==> src/rtl/dram_arb_pkg.sv <==
// rtl/dram_arb_pkg.sv - shared states, port indices and next-state helper for dram_port_arbiter
package dram_arb_pkg;

    // Ownership states, kept as plain constants so older tools can read them.
    typedef logic [1:0] arb_state_t;

    localparam arb_state_t IDLE = 2'd0;
    localparam arb_state_t OWN0 = 2'd1;
    localparam arb_state_t OWN1 = 2'd2;

    // Port indices; they also serve as the one-bit port id stored with a pending read.
    localparam logic [0:0] PORT0 = 1'b0;
    localparam logic [0:0] PORT1 = 1'b1;

    // State after an unlocked arbitration: the winner takes ownership only if
    // it asserts its lock in the same cycle.
    function automatic arb_state_t idle_next(input logic [1:0] win,
                                             input logic       lock0,
                                             input logic       lock1);
        arb_state_t nxt;
        nxt = IDLE;
        if (win[PORT0] && lock0) begin
            nxt = OWN0;
        end else if (win[PORT1] && lock1) begin
            nxt = OWN1;
        end
        return nxt;
    endfunction

endpackage

==> src/rtl/dram_arb_pick.sv <==
// rtl/dram_arb_pick.sv - combinational two-way picker with a one-hot winner
module dram_arb_pick
    import dram_arb_pkg::*;
(
    input  logic [1:0] req,
    input  logic       last,
    output logic [1:0] win
);

    // A single requester always wins. On a tie the port other than `last`
    // wins; holding last at 1 gives port 0 fixed priority.
    always_comb begin
        win        = 2'b00;
        win[PORT0] = req[PORT0] & (~req[PORT1] | last);
        win[PORT1] = req[PORT1] & (~req[PORT0] | ~last);
    end

endmodule

==> src/rtl/dram_port_arbiter.sv <==
// rtl/dram_port_arbiter.sv - two-port arbiter/sequencer for a sync-read RAM; DRAM_ARB_RR_EN selects round-robin
module dram_port_arbiter
    import dram_arb_pkg::*;
#(
    parameter int AWIDTH = 3,
    parameter int DWIDTH = 32
) (
    input  logic              clock,
    input  logic              reset_n,
    input  logic              req0,
    input  logic              req1,
    input  logic              lock0,
    input  logic              lock1,
    input  logic              we0,
    input  logic              we1,
    input  logic [AWIDTH-1:0] addr0,
    input  logic [AWIDTH-1:0] addr1,
    input  logic [DWIDTH-1:0] din0,
    input  logic [DWIDTH-1:0] din1,
    output logic              gnt0,
    output logic              gnt1,
    output logic              rvalid0,
    output logic              rvalid1,
    output logic [DWIDTH-1:0] rdata0,
    output logic [DWIDTH-1:0] rdata1,
    output logic              ram_we,
    output logic [AWIDTH-1:0] ram_addr,
    output logic [DWIDTH-1:0] ram_din,
    input  logic [DWIDTH-1:0] ram_dout
);

    arb_state_t state_q;
    arb_state_t state_d;
    logic [1:0] req_v;
    logic [1:0] idle_win;
    logic [1:0] win;
    logic       pick_last;
    logic       any_gnt;
    logic       sel_port;
    logic       sel_we;
    logic       pend_q;
    logic [0:0] pid_q;

    assign req_v = {req1, req0};

`ifdef DRAM_ARB_RR_EN
    logic last_q;

    assign pick_last = last_q;

    // Round-robin pointer: remembers the most recent winner; starts at 1 so port 0 wins first.
    always_ff @(posedge clock or negedge reset_n) begin
        if (!reset_n) begin
            last_q <= 1'b1;
        end else if (any_gnt) begin
            last_q <= sel_port;
        end
    end
`else
    // Fixed priority: a constant pointer of 1 makes port 0 win every tie.
    assign pick_last = 1'b1;
`endif

    dram_arb_pick u_pick (
        .req  (req_v),
        .last (pick_last),
        .win  (idle_win)
    );

    // Grant and next-state: an owner with a request is served outright; a locked
    // owner without a request holds the RAM idle; otherwise arbitrate normally.
    always_comb begin
        win     = 2'b00;
        state_d = state_q;
        case (state_q)
            IDLE: begin
                win     = idle_win;
                state_d = idle_next(idle_win, lock0, lock1);
            end
            OWN0: begin
                if (req0) begin
                    win     = 2'b01;
                    state_d = lock0 ? OWN0 : IDLE;
                end else if (lock0) begin
                    win     = 2'b00;
                    state_d = OWN0;
                end else begin
                    win     = idle_win;
                    state_d = idle_next(idle_win, lock0, lock1);
                end
            end
            OWN1: begin
                if (req1) begin
                    win     = 2'b10;
                    state_d = lock1 ? OWN1 : IDLE;
                end else if (lock1) begin
                    win     = 2'b00;
                    state_d = OWN1;
                end else begin
                    win     = idle_win;
                    state_d = idle_next(idle_win, lock0, lock1);
                end
            end
            default: begin
                win     = 2'b00;
                state_d = IDLE;
            end
        endcase
    end

    assign gnt0     = win[PORT0];
    assign gnt1     = win[PORT1];
    assign any_gnt  = |win;
    assign sel_port = win[PORT1];
    assign sel_we   = sel_port ? we1 : we0;

    // RAM lines carry the winner's access and are parked at zero when nobody is granted.
    always_comb begin
        ram_we   = 1'b0;
        ram_addr = '0;
        ram_din  = '0;
        if (any_gnt) begin
            ram_we   = sel_we;
            ram_addr = sel_port ? addr1 : addr0;
            ram_din  = sel_port ? din1 : din0;
        end
    end

    // Ownership state plus the one-deep read tracker that steers next cycle's RAM data.
    always_ff @(posedge clock or negedge reset_n) begin
        if (!reset_n) begin
            state_q <= IDLE;
            pend_q  <= 1'b0;
            pid_q   <= PORT0;
        end else begin
            state_q <= state_d;
            pend_q  <= any_gnt & ~sel_we;
            pid_q   <= sel_port;
        end
    end

    assign rvalid0 = pend_q & (pid_q == PORT0);
    assign rvalid1 = pend_q & (pid_q == PORT1);
    assign rdata0  = rvalid0 ? ram_dout : '0;
    assign rdata1  = rvalid1 ? ram_dout : '0;

endmodule
==> config.mk <==
export PLATFORM = sky130hd
export DESIGN_NAME = dram_port_arbiter
export DESIGN_NICKNAME = d
export VERILOG_FILES = /design/src/rtl/dram_arb_pkg.sv /design/src/rtl/dram_arb_pick.sv /design/src/rtl/dram_port_arbiter.sv
export SDC_FILE = /design/constraint.sdc
export NUM_CORES = 1
export LEC_CHECK = 0
export CORE_ASPECT_RATIO = 1.5
export CORE_MARGIN = 5
export CORE_UTILIZATION = 17
export CTS_BUF_LIST = sky130_fd_sc_hd__clkbuf_16
export DETAILED_ROUTE_END_ITERATION = 12
export PLACE_DENSITY = 0.82
export SLEW_MARGIN = 20
export SYNTH_ARGS = -nofsm -noshare
export SYNTH_HDL_FRONTEND = slang
export SYNTH_SLANG_ARGS = --single-unit
export TNS_END_PERCENT = 5
==> constraint.sdc <==
create_clock -name clock -period 1.4 [get_ports clock]
set_input_delay 0.28 -clock clock [delete_from_list [all_inputs] [get_ports clock]]
set_output_delay 0.28 -clock clock [all_outputs]
set_load 0.05 [all_outputs]
* After elaboration in Yosys (flattened, before gate mapping) *
Index checks and enable logic that the tools add are counted.

word-level totals
  input port bits = 110
  word-level logic and storage cells = 38
  output and inout port bits = 104
  register bits after elaboration = 4

cells by class
  bitwise operators = 7
  reductions and logical operators = 4
  muxes and demuxes = 22
  equal/unequal tests = 2

operators with widths
  cell                                           count
  two-way mux 32 bit                             4
  two-way mux 2 bit                              11
  case mux 2 bit (3 select lines)                2
  two-way mux 3 bit                              2
  AND 1 bit                                      4
  two-way mux 1 bit                              3
  inverter 1 bit                                 3
  == test 2 x 1 -> 1 bit, second input constant  1
  == test 2 bit, second input constant           1
  logical AND 1 bit                              2
  zero test 2 bit                                1
  OR reduction 2 bit                             1

* Logic depth before layout (Yosys ltp) *
  depth after elaboration = 8
  depth in mapped cells = 5
  gate-level depth less buffers = 4

* Modules after synthesis *
Synthesis repeated with hierarchy kept, for this count alone.

unflattened totals
  cell total of the unflattened synthesis = 223
  area, all modules = 1,322.5 um2

modules (own cells, without submodules)
  module             cells an instance  area each (um2)  seq. area each (um2)  instances
  dram_port_arbiter  220                1,303.8          100.1                 1
  dram_arb_pick      3                  18.8             0.0                   1

* Worst setup path after synthesis *
No wires, ideal clock.

  path kind = register -> output
  start = reg pid_q
  end = out rdata0[22]
  slack = -0.636 ns
  data arrival time = 1.756 ns
  buffers on the path = 1
  required time = 1.120 ns
  stages on the path, launching flop included = 4
  path through = dfrtp_1 -> and2b_1 -> clkbuf_1 -> and2_1

on the way
  cells in the longest elaborated chain, start to end = 3

ends and longest elaborated chain
  element                 RTL line                  text
  start, declared         dram_port_arbiter.sv:42   logic [0:0] pid_q;
  start signal, assigned  dram_port_arbiter.sv:138  pid_q <= sel_port;
  inverter 1 bit          dram_port_arbiter.sv:142  assign rvalid0 = pend_q & (pid_q == PORT0);
  AND 1 bit               dram_port_arbiter.sv:142
  named net rvalid0       dram_port_arbiter.sv:22   output logic rvalid0,
  two-way mux 32 bit      dram_port_arbiter.sv:144  assign rdata0 = rvalid0 ? ram_dout : '0;
  end, declared           dram_port_arbiter.sv:24   output logic [DWIDTH-1:0] rdata0,

The timed path passes the listed nets, and every way through them passes these cells.

* Final worst setup path *
  start = reg state_q[1]
  end = out ram_din[31]

on the way
  cells in the longest elaborated chain, start to end = 4
  elaborated cells between the ends (all ways) = 7
  classes of those cells = 2 x eq/ne; 3 x mux; 2 x reduce/logical

ends and longest elaborated chain
  element                                                   RTL line                                            text
  start, declared                                           dram_port_arbiter.sv:32                             arb_state_t state_q;
  start signal, assigned                                    dram_port_arbiter.sv:136                            state_q <= state_d;
  == test 2 bit, or another cell as far along               dram_port_arbiter.sv:75                             case (state_q)
  case mux 2 bit (3 select lines) *                         dram_port_arbiter.sv:75
  two-way mux 32 bit or OR reduction 2 bit (tied branches)  dram_port_arbiter.sv:125, dram_port_arbiter.sv:113
  two-way mux 32 bit *                                      dram_port_arbiter.sv:122                            if (any_gnt) begin
  end, declared                                             dram_port_arbiter.sv:28                             output logic [DWIDTH-1:0] ram_din,

Every way passes the cells marked *; elsewhere a longest branch is shown, timed or not.

==> flow_summary.ini <==
[power_and_ir_drop]
p_per_area_nw_per_um2 = 626
p_leak_nw = 2.21
ir_drop_v = 0.000448

[timing]
clock.fmax_mhz = 518
worstMarginPinSlew_ps = 268
layout_setup_ws_ps = -529
rsz0062_at_grt = yes
setup_viol = 103
skew_ps = 0.496
hold_viol_final = 0
timing.final.crit_share = 1.38
fin_crit_ps = 1930
timing.final.max_slew_violations = 0
setup-tns-final_ps = -28450
slew_headroom = 0.822

[placement]
dpl_cell_area_um2 = 4680
pre_cts_ws_ps = -664
routabilityCongestion = 0.886
hpwlAfterDp_mm = 7.81
placed_cells = 422
place.port_buffers = 213

[die]
placeableCoreArea_um2 = 5870
die_w_um = 73.5
rows = 34
dieHeight_um = 105
ios = 214
die_area_um2 = 7750
initial_core_util = 0.175

[layout]
syn_to_final_growth_pct = 395
fin_nets = 474
diodes = 0
fin_cells = 434
fill_cells = 271
fin_area_um2 = 5100
multi_input_area_um2 = 1270
layout-drive-gt1-share = 0.644
seq_area_um2 = 103

[global_route]
grt-ovfl-total = 0
grt_max_degree = 34
grt_pass1_wl_mm = 13.4
antenna_found_initial = 0
grt_pass1_vias = 2429
grt_usage = 0.226

[setup_path]
start_kind = flip-flop
worstSetupPathType = reg2out
crit_required_ps = 1120
end_kind = output pin
critical_path_arrival_ps = 1650
timing.critical_path.fanout_max = 6

[run_status]
outcome = complete, but fails checks
violations = setup timing

[synth]
synth_most_common_cell = and2_1
syn_area_per_cell_um2 = 7.80
seq_area_frac_synth = 0.0972
yosys_warnings = 0
synth-seq-cells = 4
synth_edf_count = 0
syn_area_um2 = 1030
yosys-top-cells-area = a22o_1, and2_1, and3_1
yosysTopAreaCell = a22o_1
async_reset_ff_frac = 1.00
ys_types = 20
synth_commonest_cells = and2_1, and3_1, a22o_1, clkbuf_1, a22o_2
synthCells = 132
yosysTopAreaCellShare = 0.247
syn_nets = 242
synth-main-ff-cell = dfrtp_1

[clock_network]
clkTransAtPathRegs_ps = 30
clkLatencyLatePin_ps = 230
cts_tree = built
cts_sinks = 4
numCtsBuffers = 3
cts_buffer_depth = 2
ctsHtreeMaxLevel = 1
cts_root_buffer = clkbuf_16

[hold_path]
worst_hold_path_type = in2async

[route]
drt-initial-drc-count = 80
final_antenna_net_count = 0
vias = 2162
drt_first_pass_iters = 4
avgRoutedWirePerCell_um = 22.0
drc_errors = 0
drt_wl_total_mm = 9.54
viasPerCell = 4.98

[job]
drv_cap = 0
## per-layer routing
| metal | track usage | vias to the layer above | part of all wire |
|---|---|---|---|
| li1 | - | 965 | - |
| met1 | 0.208 | 997 | 0.31 |
| met2 | 0.433 | 179 | 0.53 |
| met3 | 0.0819 | 21 | 0.12 |
| met4 | 0.0829 | 0 | 0.036 |
| met5 | 0 | - | 0 |
## critical path, stage by stage, from the launching register on
cell and delay (ps):
dfrtp_2 410, buf_6 120, o31ai_4 80, nand2_4 100
buf_6 130, inv_8 40, buf_12 120, a22o_2 270
buf_12 150
## cell usage in the layout (no fill, tap or decap), drive strengths merged, types with 2 or more instances in the layout
cell and instances:
dfrtp 4, inv 3, a22o 36, and2 33
and3 32, o211a 2, dlygate4sd2 4, clkdlybuf4s50 105
clkbuf 3, buf 132
## metrics by stage
step	power (mW)	utilization	hold WS, ps
6_report	3.19	0.868	255
5_1_grt	3.28	0.868	276
4_1_cts	3.14	0.844	265
3_5_place_dp	2.59	0.798	494
3_3_place_gp	2.55	0.798	490
2_1_floorplan	1.26	-	-15.6
## path summary, 6_finish.rpt
path | startpoint | endpoint | cells after the start | slack (ps)
worst max-delay path | state_q[1] | ram_din[31] | 8 | -530
worst min-delay path | reset_n | pend_q | 1 | 260
max in group asynchronous | reset_n | state_q[0] | 1 | 970
worst max register to register | state_q[0] | pend_q | 4 | 240
min in group clock | lock0 | state_q[0] | 2 | 500
worst min register to register | state_q[1] | state_q[1] | 1 | 620
## registers in the layout, summed over array words and instances (netlist names)
signal,count
pend_q,1
pid_q,1
state_q,2
## timing repair
action,4_1_cts,5_1_grt
setup buffers,6,1
endpoints found under the setup margin,104,104
cloned,2,0
pin swaps,25,16
gates resized for setup,38,28
hold buffers,0,0
## cell families (layout without fill, tap and decap cells)
group                  after synthesis  after routing  synth area share
DFF                                  4              4            0.0972
AOI/OAI and AO/OA                   41             41             0.357
and+or+nand+nor                     70             70             0.425
buffers and inverters               17            247             0.120
## cell type report
cell class | instances | share of cell area
timing repair inverter | 1 | 0.00221
tap | 72 | 0.0177
clock buffer | 3 | 0.0147
multi-input combinational | 111 | 0.249
sequential | 4 | 0.0201
inverter | 2 | 0.00295
timing repair buffer | 241 | 0.693
## report_power, final
group	switching, mW	total [mW]	internal [mW]
sequential	0.0116	0.138	0.127
clock	0.0866	0.452	0.365
combinational	1.22	2.60	1.38
total	1.31	3.19	1.87
No activity file was read; power rests on OpenSTA's default activity.
